===== src/rtl/board_mem_sched_pkg.sv =====
// Shared constants and types for the board memory scheduler: XVGA timing,
// memory geometry and the generation sequencing states.
package board_mem_sched_pkg;

   localparam int SCREEN_WIDTH  = 1024;
   localparam int SCREEN_HEIGHT = 768;
   localparam int H_TOTAL       = 1344;
   localparam int V_TOTAL       = 806;

   localparam int LOG_MAX_ADDR  = 16;
   localparam int WORD_SIZE     = 32;

   typedef enum logic [1:0] {
      IDLE,
      WAIT,
      UPDATING,
      SWAP
   } gen_state_t;

endpackage


===== src/rtl/board_mem_sched_read_port_arbiter.sv =====
// Shares the single BRAM read port: render owns it inside the render window,
// the updater gets every other cycle it asks for, tagged by a valid pipe.
module read_port_arbiter
   import board_mem_sched_pkg::*;
#(
   parameter int ADDR_W       = LOG_MAX_ADDR,
   parameter int READ_LATENCY = 2,
   parameter int PREFETCH     = 4
) (
   input  logic              clk_in,
   input  logic              rst_in,
   input  logic [10:0]       hcount_in,
   input  logic [9:0]        vcount_in,
   input  logic [ADDR_W-1:0] render_addr_in,
   input  logic              upd_req_in,
   input  logic [ADDR_W-1:0] upd_addr_in,
   output logic              upd_gnt_out,
   output logic              upd_valid_out,
   output logic [ADDR_W-1:0] mem_addr_out
);

   localparam logic [10:0] H_VIS  = 11'(SCREEN_WIDTH);
   localparam logic [10:0] H_PRE  = 11'(H_TOTAL - PREFETCH);
   localparam logic [9:0]  V_VIS  = 10'(SCREEN_HEIGHT);
   localparam logic [9:0]  V_LAST = 10'(V_TOTAL - 1);

   logic                  rwin;
   logic                  pre_h;
   logic [ADDR_W-1:0]     addr_q, addr_d;
   logic [READ_LATENCY:0] vld_q, vld_d;

   // The prefetch tail of the last blanking line feeds the first visible line.
   assign pre_h = (hcount_in >= H_PRE);
   assign rwin  = ((vcount_in < V_VIS) && ((hcount_in < H_VIS) || pre_h)) ||
                  ((vcount_in == V_LAST) && pre_h);

   assign upd_gnt_out = upd_req_in && !rwin;

   always_comb begin
      addr_d = upd_gnt_out ? upd_addr_in : render_addr_in;
      vld_d  = {vld_q[READ_LATENCY-1:0], upd_gnt_out};
   end

   // NOTE: state registers use non-blocking assignments only, so every flop
   // samples the pre-edge values regardless of block evaluation order.
   always_ff @(posedge clk_in) begin
      if (rst_in) begin
         addr_q <= '0;
         vld_q  <= '0;
      end else begin
         addr_q <= addr_d;
         vld_q  <= vld_d;
      end
   end

   assign mem_addr_out  = addr_q;
   assign upd_valid_out = vld_q[READ_LATENCY];

endmodule


===== src/rtl/board_mem_sched.sv =====
// Board memory read-port scheduler and generation sequencer: arbitrates the
// BRAM between render and updater, starts generations, flips the display buffer.
module board_mem_sched
   import board_mem_sched_pkg::*;
#(
   parameter int LOG_MAX_ADDR = board_mem_sched_pkg::LOG_MAX_ADDR,
   parameter int WORD_SIZE    = board_mem_sched_pkg::WORD_SIZE,
   parameter int READ_LATENCY = 2,
   parameter int PREFETCH     = 4,
   parameter int GEN_PERIOD   = 8
) (
   input  logic                    clk_in,
   input  logic                    rst_in,
   input  logic [10:0]             hcount_in,
   input  logic [9:0]              vcount_in,
   input  logic [LOG_MAX_ADDR-1:0] render_addr_in,
   output logic [WORD_SIZE-1:0]    render_data_out,
   input  logic                    upd_req_in,
   input  logic [LOG_MAX_ADDR-1:0] upd_addr_in,
   output logic                    upd_gnt_out,
   output logic                    upd_valid_out,
   output logic [WORD_SIZE-1:0]    upd_data_out,
   output logic [LOG_MAX_ADDR-1:0] mem_addr_out,
   input  logic [WORD_SIZE-1:0]    mem_data_in,
   input  logic                    run_in,
   input  logic                    step_in,
   output logic                    upd_start_out,
   input  logic                    upd_done_in,
   output logic                    buf_sel_out,
   output logic                    busy_out
);

   localparam logic [10:0] H_LAST  = 11'(H_TOTAL - 1);
   localparam logic [9:0]  V_LAST  = 10'(V_TOTAL - 1);
   localparam logic [7:0]  GP_LAST = 8'(GEN_PERIOD - 1);

   gen_state_t state_q, state_d;
   logic [7:0] cnt_q, cnt_d;
   logic       step_q, step_d;
   logic       buf_sel_q, buf_sel_d;
   logic       ftick;
   logic       start;

   read_port_arbiter #(
      .ADDR_W       (LOG_MAX_ADDR),
      .READ_LATENCY (READ_LATENCY),
      .PREFETCH     (PREFETCH)
   ) u_arb (
      .clk_in         (clk_in),
      .rst_in         (rst_in),
      .hcount_in      (hcount_in),
      .vcount_in      (vcount_in),
      .render_addr_in (render_addr_in),
      .upd_req_in     (upd_req_in),
      .upd_addr_in    (upd_addr_in),
      .upd_gnt_out    (upd_gnt_out),
      .upd_valid_out  (upd_valid_out),
      .mem_addr_out   (mem_addr_out)
   );

   assign render_data_out = mem_data_in;
   assign upd_data_out    = upd_valid_out ? mem_data_in : '0;
   assign ftick           = (hcount_in == H_LAST) && (vcount_in == V_LAST);

   // NOTE: every signal written here gets a default first, so no path can
   // leave one unassigned and infer a latch.
   always_comb begin
      state_d   = state_q;
      cnt_d     = cnt_q;
      step_d    = step_q || step_in;
      buf_sel_d = buf_sel_q;
      start     = 1'b0;
      case (state_q)
         IDLE: begin
            cnt_d = '0;
            if (run_in || step_q) state_d = WAIT;
         end
         WAIT: begin
            if (!run_in && !step_q) begin
               state_d = IDLE;
            end else if (ftick) begin
               if (step_q || (run_in && cnt_q == GP_LAST)) begin
                  start   = 1'b1;
                  state_d = UPDATING;
                  cnt_d   = '0;
                  step_d  = step_in;
               end else begin
                  cnt_d = cnt_q + 8'd1;
               end
            end
         end
         UPDATING: begin
            if (upd_done_in) state_d = SWAP;
         end
         SWAP: begin
            // The display buffer only ever flips at the frame boundary.
            if (ftick) begin
               buf_sel_d = !buf_sel_q;
               cnt_d     = '0;
               state_d   = run_in ? WAIT : IDLE;
            end
         end
         default: state_d = IDLE;
      endcase
   end

   always_ff @(posedge clk_in) begin
      if (rst_in) begin
         state_q   <= IDLE;
         cnt_q     <= '0;
         step_q    <= 1'b0;
         buf_sel_q <= 1'b0;
      end else begin
         state_q   <= state_d;
         cnt_q     <= cnt_d;
         step_q    <= step_d;
         buf_sel_q <= buf_sel_d;
      end
   end

   assign upd_start_out = start;
   assign buf_sel_out   = buf_sel_q;
   assign busy_out      = (state_q == UPDATING);

endmodule


===== config.mk =====
export PLATFORM = sky130hd
export DESIGN_NAME = board_mem_sched
export DESIGN_NICKNAME = d
export VERILOG_FILES = /design/src/rtl/board_mem_sched_pkg.sv /design/src/rtl/board_mem_sched_read_port_arbiter.sv /design/src/rtl/board_mem_sched.sv
export SDC_FILE = /design/constraint.sdc
export NUM_CORES = 1
export LEC_CHECK = 0
export ABC_AREA = 1
export CAP_MARGIN = 30
export CORE_ASPECT_RATIO = 0.9
export CORE_MARGIN = 3
export CORE_UTILIZATION = 33
export DETAILED_ROUTE_END_ITERATION = 10
export GPL_ROUTABILITY_DRIVEN = 0
export GPL_TIMING_DRIVEN = 0
export PLACE_DENSITY = 0.82
export SETUP_SLACK_MARGIN = 0.3
export SLEW_MARGIN = 20
export SYNTH_ARGS = -nofsm -noshare
export SYNTH_HDL_FRONTEND = slang
export SYNTH_SLANG_ARGS = --single-unit

===== constraint.sdc =====
create_clock -name clk_in -period 1.95 [get_ports clk_in]
set_clock_uncertainty 0.2 [all_clocks]
set_input_delay 0.39 -clock clk_in [delete_from_list [all_inputs] [get_ports clk_in]]
set_output_delay 0.39 -clock clk_in [all_outputs]
set_load 0.03 [all_outputs]

# After elaboration in Yosys (flattened, before gate mapping)
# Index checks and enable logic that the tools add are counted.
word_totals:
  register_bits: 31
  in_bits: 91
  output_inout_bits: 85
op_classes:
  addsub: 1
  order_cmp: 3
  eq_ne: 13
  n_mux: 23
  reduce_logical: 20
ops:
  columns: ["cell", "n"]
  rows:
  - ["2-to-1 mux 32 bit", 1]
  - ["2-to-1 mux 8 bit", 4]
  - ["one-hot mux 8 bit (3 select lines)", 1]
  - ["2-to-1 mux 16 bit", 1]
  - ["2-to-1 mux 2 bit", 6]
  - ["== test 11 bit, second input constant", 1]
  - [">= comparator 11 bit, second input constant", 1]
  - ["< comparator 11 bit, second input constant", 1]
  - ["== test 10 bit, second input constant", 1]
  - ["< comparator 10 bit, second input constant", 1]
  - ["inequality test 2 bit, second input constant", 5]
  - ["2-to-1 mux 1 bit", 9]
  - ["adder 8 x 1 -> 8 bit, second input constant", 1]
  - ["== test 8 x 3 -> 1 bit, second input constant", 1]
  - ["one-hot mux 2 bit (4 select lines)", 1]
  - ["logical AND 1 bit", 6]
  - ["inequality test 3 bit, second input constant", 2]
  - ["logical OR 1 bit", 5]
  - ["AND reduction 5 bit", 1]
  - ["== test 2 bit, second input constant", 2]
  - ["logical NOT 1 bit", 4]
  - ["AND reduction 4 bit", 1]
  - ["nonzero test 3 bit", 1]
  - ["== test 2 x 1 -> 1 bit, second input constant", 1]
  - ["other kinds (2)", 2]

# Depth between registers and ports, before layout
# Gate-level depths: netlist (run 1).
depth:
  ltp_word: 7
  mapped_depth: 12
  ltp_nobuf: 11

# By module
# A second synthesis (run 1) with hierarchy kept.
hier_totals:
  cells_unflattened: 429
  hier_area_um2: 2588.7
modules_own_cells:
  columns: ["module", "n_inst", "cells_per_inst", "area_per_inst_um2"]
  rows:
  - ["board_mem_sched", 1, 289, 1620.3]
  - ["read_port_arbiter", 1, 140, 968.4]

# Least setup slack after synthesis (run 1)
# OpenSTA, ideal clock, no wires.
synth_timing:
  path_kind: "reg2out"
  start: "register cnt_q[0]"
  end: "output upd_start_out"
  arrival_ps: 1353
  required_ps: 1360
  setup_slack_ps: 7
  stages_incl_launch_ff: 8
  n_path_buf: 0
  cell_sequence: "dfxtp_1 -> ha_1 -> nand2_1 -> nor2_1 -> nand2_1 -> nand2_2 -> nand3_1 -> nor2_1"
synth_between:
  elab_chain_len: 7
synth_lines:
  columns: ["item", "line", "text"]
  rows:
  - ["start: declaration", "board_mem_sched.sv:38", "logic [7:0] cnt_q, cnt_d;"]
  - ["start signal: assignment", "board_mem_sched.sv:115", "cnt_q <= cnt_d;"]
  - ["== test 8 x 3 -> 1 bit", "board_mem_sched.sv:82", "if (step_q || (run_in && cnt_q == GP_LAST)) begin"]
  - ["logical AND 1 bit", "board_mem_sched.sv:82", null]
  - ["logical OR 1 bit", "board_mem_sched.sv:82", null]
  - ["2-to-1 mux 1 bit", "board_mem_sched.sv:82", null]
  - ["2-to-1 mux 1 bit", "board_mem_sched.sv:81", "end else if (ftick) begin"]
  - ["2-to-1 mux 1 bit", "board_mem_sched.sv:79", "if (!run_in && !step_q) begin"]
  - ["2-to-1 mux 1 bit", "board_mem_sched.sv:73", "case (state_q)"]
  - ["end: declaration", "board_mem_sched.sv:27", "output logic upd_start_out,"]
# No other way between the ends.

# Worst setup path in the final report (run 1)
# Same ends and word-level chain as after synthesis.

==> qor.yml, run 1 <==
routing:
  ant_nets: 0
  drt_first_pass_iters: 4
  num_vias: 2866
  totalWireLength_mm: 9.372
  wire_per_inst_um: 14.60
  drt-initial-drc-count: 111
  vias_per_cell: 4.464
  drc_errors: 0
clocking:
  cts_inserted_buffers: 5
  insertion_delay_ns: 0.28
  ctsHoldBuffers: 0
  cts_sinks: 31
  cts_tree: "built"
  root_buffer: "clkbuf_8"
  path_clk_slew_ns: 0.07
  htreeDepth: 2
  clk_path_buf_depth: 2
floorplanning:
  initial_core_util_pct: 35.52
  die_width_um: 90.15
  fp.coreArea_um2: 5921
  fp-row-count: 26
  io_pins: 176
  die_h_um: 81.74
  die_area_um2: 7368
logic_synthesis:
  synth-seq-area-share_pct: 29.51
  synth_area_per_cell_um2: 6.412
  syn_area_um2: 2103
  syn_inst: 328
  synth.distinct_cells: 30
  syn_nets: 425
  synth_top_area_share_pct: 29.51
  yosysWarnings: 0
  yosys-top-cells-area: "dfxtp_1 30%, nand2_1 12%, buf_4 11%, inv_1 10%, nor2_1 7.9%"
  netlist.top_cell.by_area: "dfxtp_1"
  synth-seq-cells: 31
global_route:
  grt_overflow_total: 0
  antenna_found_initial: 0
  grt_pass1_vias: 2822
  grt_usage_pct: 22.48
  grt_pass1_wl_mm: 13.27
  grt_max_degree: 11
critical_path:
  worstPathArrival_ns: 1.41
  crit_path_end_kind: "output pin"
  worstPathRequired_ns: 1.36
  critPathLaunchType: "flop"
  worst-path-max-fanout: 2
  crit_type: "reg2out"
placement:
  dp.cells: 587
  dp_hpwl_mm: 6.097
  port_buffers: 175
  pre_cts_slack_ns: -1.041
final_layout:
  finalNonFillerCells: 642
  final_layout_size_suffix_gt1_share_pct: 56.19
  num-nets-final: 653
  syn_to_final_growth_pct: 133.3
  post-route-util_pct: 82.88
  nFillCells: 369
run_status:
  failed_checks: "negative setup slack"
  outcome: "finished with violations"
power_and_ir_drop:
  ir_drop_uv: 397.0
  powerDensity_nw_per_um2: 538.6
  p_leak_uw: 0.002667
timing:
  fin_crit_ns: 2.001
  worst_slack_ns: -0.05094
  timing.fmax_ghz: 0.4998
  timing.hold.ws_ns: 0.1926
  setup_viol: 2
  maxSlewHeadroom_pct: 67.63
  hold_viol: 0
  tightest_slew_ns: 0.4850
  maxSlewViolCount: 0
  rsz0062_at_grt: "yes"
  fin_crit_sh_pct: 102.6
job:
  maxCapViolations: 0
hold_path:
  hold_class: "reg2reg"
[cells in the final DEF (no fill, tap or decap), drive strengths merged, types with 2 or more instances in the layout]
| cell | n |
|---|---|
| nand3 | 11 |
| ha | 6 |
| nand4 | 2 |
| dlygate4sd2 | 51 |
| o21ai | 24 |
| clkdlybuf4s50 | 36 |
| or2 | 2 |
| inv | 62 |
| buf | 162 |
| dfxtp | 31 |
| xor2 | 3 |
| clkinv | 4 |
| a21oi | 12 |
| clkdlybuf4s15 | 3 |
| nor2 | 56 |
| nor3 | 3 |
| nand2 | 71 |
| clkbuf | 14 |
| nor4 | 2 |
[where the power goes]
part | total (uW) | leakage (uW) | internal [uW] | switching (uW)
combinational | 1410 | 0.00236 | 636 | 775
sequential | 737 | 0.000258 | 694 | 42.8
clock | 495 | 0.0000477 | 244 | 251
total | 2640 | 0.00267 | 1570 | 1070
[metal layers]
layer | routed length (um) | up-vias | share of wire (%) | global-route usage [%]
li1 | - | 1412 | - | -
met1 | 3349 | 1308 | 36 | 22.71
met2 | 5154 | 133 | 55 | 45.41
met3 | 697 | 13 | 7.4 | 6.502
met4 | 171 | 0 | 1.8 | 6.422
met5 | 0 | - | 0 | 0
[critical path, cell delays in order (launching register included)]
cell,delay [ns]
dfxtp_2,0.36
ha_4,0.15
nand2_4,0.06
nor2_4,0.12
nand2_2,0.07
nand2_4,0.08
nand3_4,0.08
nor2_4,0.08
buf_6,0.13
[cell type report]
| cell class | instances | area (um2) | area share [%] |
|---|---|---|---|
| Multi-Input combinational cell | 194 | 1396 | 28.45 |
| Antenna cell | 1 | 2.502 | 0.05099 |
| Timing Repair Buffer | 221 | 2090 | 42.58 |
| Clock buffer | 5 | 68.82 | 1.402 |
| Clock inverter | 3 | 15.01 | 0.3060 |
| Sequential cell | 31 | 630.6 | 12.85 |
| Inverter | 63 | 249.0 | 5.074 |
| Buffer | 40 | 350.3 | 7.139 |
| Tap cell | 84 | 105.1 | 2.142 |
[cells in the mapped netlist]
cell type,count
nand2_1,68
inv_1,58
nor2_1,44
buf_4,32
dfxtp_1,31
o21ai_1,12
a21oi_1,11
nor2_2,11
nand3_1,10
o21ai_0,9
ha_1,6
clkbuf_1,4
buf_6,3
inv_2,3
nor3_1,3
o21ai_2,3
xor2_1,3
nand2_2,2
nand4_1,2
nor4_1,2
or2_0,2
a21oi_2,1
a311o_1,1
buf_1,1
clkinv_1,1
inv_4,1
nand2_4,1
nand3_2,1
nand3b_1,1
nor2_4,1
[final timing paths]
| check | slack [ns] | startpoint | end | cells after the start |
|---|---|---|---|---|
| setup / recovery | -0.05 | cnt_q[0]$_SDFFE_PP0P_ | upd_start_out | 8 |
| hold / removal | 0.19 | u_arb.vld_q[1]$_SDFF_PP0_ | u_arb.vld_q[2]$_SDFF_PP0_ | 2 |
| setup reg to reg | 0.14 | cnt_q[0]$_SDFFE_PP0P_ | cnt_q[6]$_SDFFE_PP0P_ | 11 |
| hold reg to reg | 0.19 | u_arb.vld_q[1]$_SDFF_PP0_ | u_arb.vld_q[2]$_SDFF_PP0_ | 2 |
[through the flow]
stage | power [uW] | TNS (ns) | instance area [um2]
finish | 2643 | -0.09116 | 4907
global route | 2793 | -0.3442 | 4905
CTS | 2536 | -0.05805 | 4578
detailed placement | 1883 | -26.86 | 3989
global placement | 1842 | -25.08 | 3989
floorplan | 1413 | 0 | 2132
[cell families (layout without fill, tap and decap cells)]
logic type      count (synthesis)  count (layout)  synth area share (%)
compound gates                 37              37                 9.756
xor+xnor                        3               3                 1.249
fa+ha+maj                       6               6                 3.569
buf+inv                       103             332                 25.28
flops                          31              31                 29.51
other cells                     0               1                     0
simple gates                  148             148                 30.64
[timing repair]
item,4_1_cts,5_1_grt
setup buffers,24,19
pin swaps,27,15
cloned,3,0
gates resized for setup,598,141
setup endpoints to repair,113,74
[sequential cells by signal, indices dropped and copies added, names as in the netlist, named ones only]
| signal | count |
|---|---|
| buf_sel_out | 1 |
| cnt_q | 8 |
| state_q | 1 |
| step_q | 1 |
| u_arb.mem_addr_out | 16 |
| u_arb.vld_q | 3 |
Note: power is estimated with default switching activity, not from simulation.
==> inputs of run 2 (changes only) <==
--- a/config.mk
+++ b/config.mk
@@ -8,7 +8,6 @@
 export ABC_AREA = 1
 export CAP_MARGIN = 30
 export CORE_ASPECT_RATIO = 0.9
-export CORE_MARGIN = 3
 export CORE_UTILIZATION = 33
 export DETAILED_ROUTE_END_ITERATION = 10
 export GPL_ROUTABILITY_DRIVEN = 0
==> qor.yml, run 2 (same netlist as run 1, synthesis figures left out) <==
routing:
  totalWireLength_mm: 8.433
  drt-initial-drc-count: 55
  num_vias: 2817
  drt_first_pass_iters: 4
  drc_errors: 0
  ant_nets: 0
  vias_per_cell: 4.450
  wire_per_inst_um: 13.32
floorplanning:
  initial_core_util_pct: 34.21
  die_area_um2: 6697
  fp-row-count: 27
  fp.coreArea_um2: 6148
  die_h_um: 77.74
  die_width_um: 86.15
  io_pins: 176
critical_path:
  worstPathRequired_ns: 1.36
  r2r_setup_slack_ns: 0.10
  r2r-start: "cnt_q[0]$_SDFFE_PP0P_"
  worst-path-max-fanout: 2
  crit_path_end_kind: "output pin"
  reg2regPathDepth: 11
  critPathLaunchType: "flop"
  reg2reg_to: "cnt_q[3]$_SDFFE_PP0P_"
  worstPathArrival_ns: 1.41
  crit_type: "reg2out"
power_and_ir_drop:
  clkPwrFrac_pct: 24.5
  seqPwrFrac_pct: 27.2
  p_int_uw: 1692
  ir_drop_uv: 384.4
  p_sw_uw: 999.9
  power_frac_comb_pct: 48.4
  p_leak_uw: 0.002520
  powerDensity_nw_per_um2: 575.5
  switching_share_pct: 37.15
hold_path:
  hold-path-cell-count: 2
  holdPathEnd: "u_arb.vld_q[2]$_SDFF_PP0_"
  min_from: "u_arb.vld_q[1]$_SDFF_PP0_"
  hold_class: "reg2reg"
global_route:
  grt_max_degree: 11
  grt_usage_pct: 23.25
  grt_pass1_wl_mm: 12.33
  grt_overflow_total: 0
  antenna_found_initial: 0
  grt_pass1_vias: 2711
final_layout:
  largest_reg_flops: 16
  syn_to_final_growth_pct: 122.4
  final_layout_size_suffix_gt1_share_pct: 52.93
  post-route-util_pct: 76.07
  final_common_cell: "buf_4"
  mostFrequentLayoutCells: "62 x buf_4, 57 x buf_6, 52 x dlygate4sd2_1"
  fin_area_um2: 4677
  antenna_cells: 0
  num-nets-final: 642
timing:
  rsz0062_at_grt: "yes"
  maxSlewHeadroom_pct: 68.41
  maxSlewViolCount: 0
  tightest_slew_ns: 0.4738
  worst_slack_ns: -0.04780
  setup_viol: 1
  fin_setup_tns_ns: -0.04780
  fin_crit_sh_pct: 102.5
  timing.fmax_ghz: 0.5006
  hold_viol: 0
  fin_crit_ns: 1.998
clocking:
  path_clk_slew_ns: 0.07
  cts_tree: "built"
  cts_sinks: 31
  cts_inserted_buffers: 5
  ctsHoldBuffers: 0
  insertion_delay_ns: 0.28
  clk_path_buf_depth: 2
  root_buffer: "clkbuf_8"
  htreeDepth: 2
run_status:
  failed_checks: "negative setup slack"
  outcome: "finished with violations"
placement:
  dp_hpwl_mm: 5.559
  dpl-instance-area_um2: 3993
  port_buffers: 175
job:
  maxCapViolations: 0
## run 2: cell types whose count changed in the layout (fill, tap and decap cells not counted), sizes merged
cell           change
buf               -11
bufinv             +1
clkbuf             -5
clkdlybuf4s15      +5
clkinv             -1
diode              -1
dlygate4sd2        +1
inv                -1
## run 2: power groups by stage
stage / clock [uW] / combinational, uW / sequential, uW
after floorplan: 0 / 626 / 787
after global placement: 0 / 1090 / 741
after detailed placement: 0 / 1110 / 743
after CTS: 666 / 1230 / 731
after global routing: 701 / 1390 / 739
final: 659 / 1300 / 732
## run 2: worst max path at each step
| stage | from | end | slack [ns] | cells past startpoint |
|---|---|---|---|---|
| floorplan | vcount_in[7] | upd_gnt_out | 0.14 | 9 |
| finish | cnt_q[0]$_SDFFE_PP0P_ | upd_start_out | -0.05 | 8 |
| CTS | cnt_q[0]$_SDFFE_PP0P_ | upd_start_out | -0.04 | 8 |
| global route | cnt_q[0]$_SDFFE_PP0P_ | upd_start_out | -0.09 | 8 |
| detailed placement | vcount_in[7] | upd_gnt_out | -1.03 | 11 |
| global placement | hcount_in[10] | upd_gnt_out | -1.02 | 8 |
## run 2: repair_timing
item	CTS	global route
resized for setup	557	124
setup buffers	23	9
setup endpoints to repair	113	77
cloned	3	0
pin swaps	24	21
## run 2: stage by stage
step                total power, uW  worst slack [ns]  instances  hold WS [ns]
floorplan                      1413            0.1442        328        0.1809
global placement               1827            -1.016        590        0.1833
detailed placement             1852            -1.032        590        0.1958
CTS                            2629          -0.04279        624        0.2036
global route                   2834          -0.08623        633        0.2430
finish                         2692          -0.04780        633        0.2007
## run 2: cell type report
cell class | count | area, um2
clock buffer | 6 | 82.58
sequential | 31 | 636.9
buffer | 40 | 336.6
timing repair buffer | 210 | 1941
fill | 455 | 1471
tap | 87 | 108.9
clock inverter | 2 | 35.03
multi-input combinational | 194 | 1289
inverter | 63 | 247.7
## run 2: worst max-delay path, stage by stage (launching register included)
cell     delay, ns
dfxtp_4       0.36
ha_4          0.15
nand2_4       0.06
nor2_4        0.12
nand2_2       0.07
nand2_4       0.07
nand3_4       0.07
nor2_4        0.09
buf_6         0.13
## run 2: per-layer routing
layer | GRT usage, % | part of all wire [%] | wire [um]
met1 | 22.54 | 35 | 2946
met2 | 46.75 | 56 | 4703
met3 | 6.915 | 7.1 | 598
met4 | 6.000 | 2.2 | 184
met5 | 0 | 0 | 0
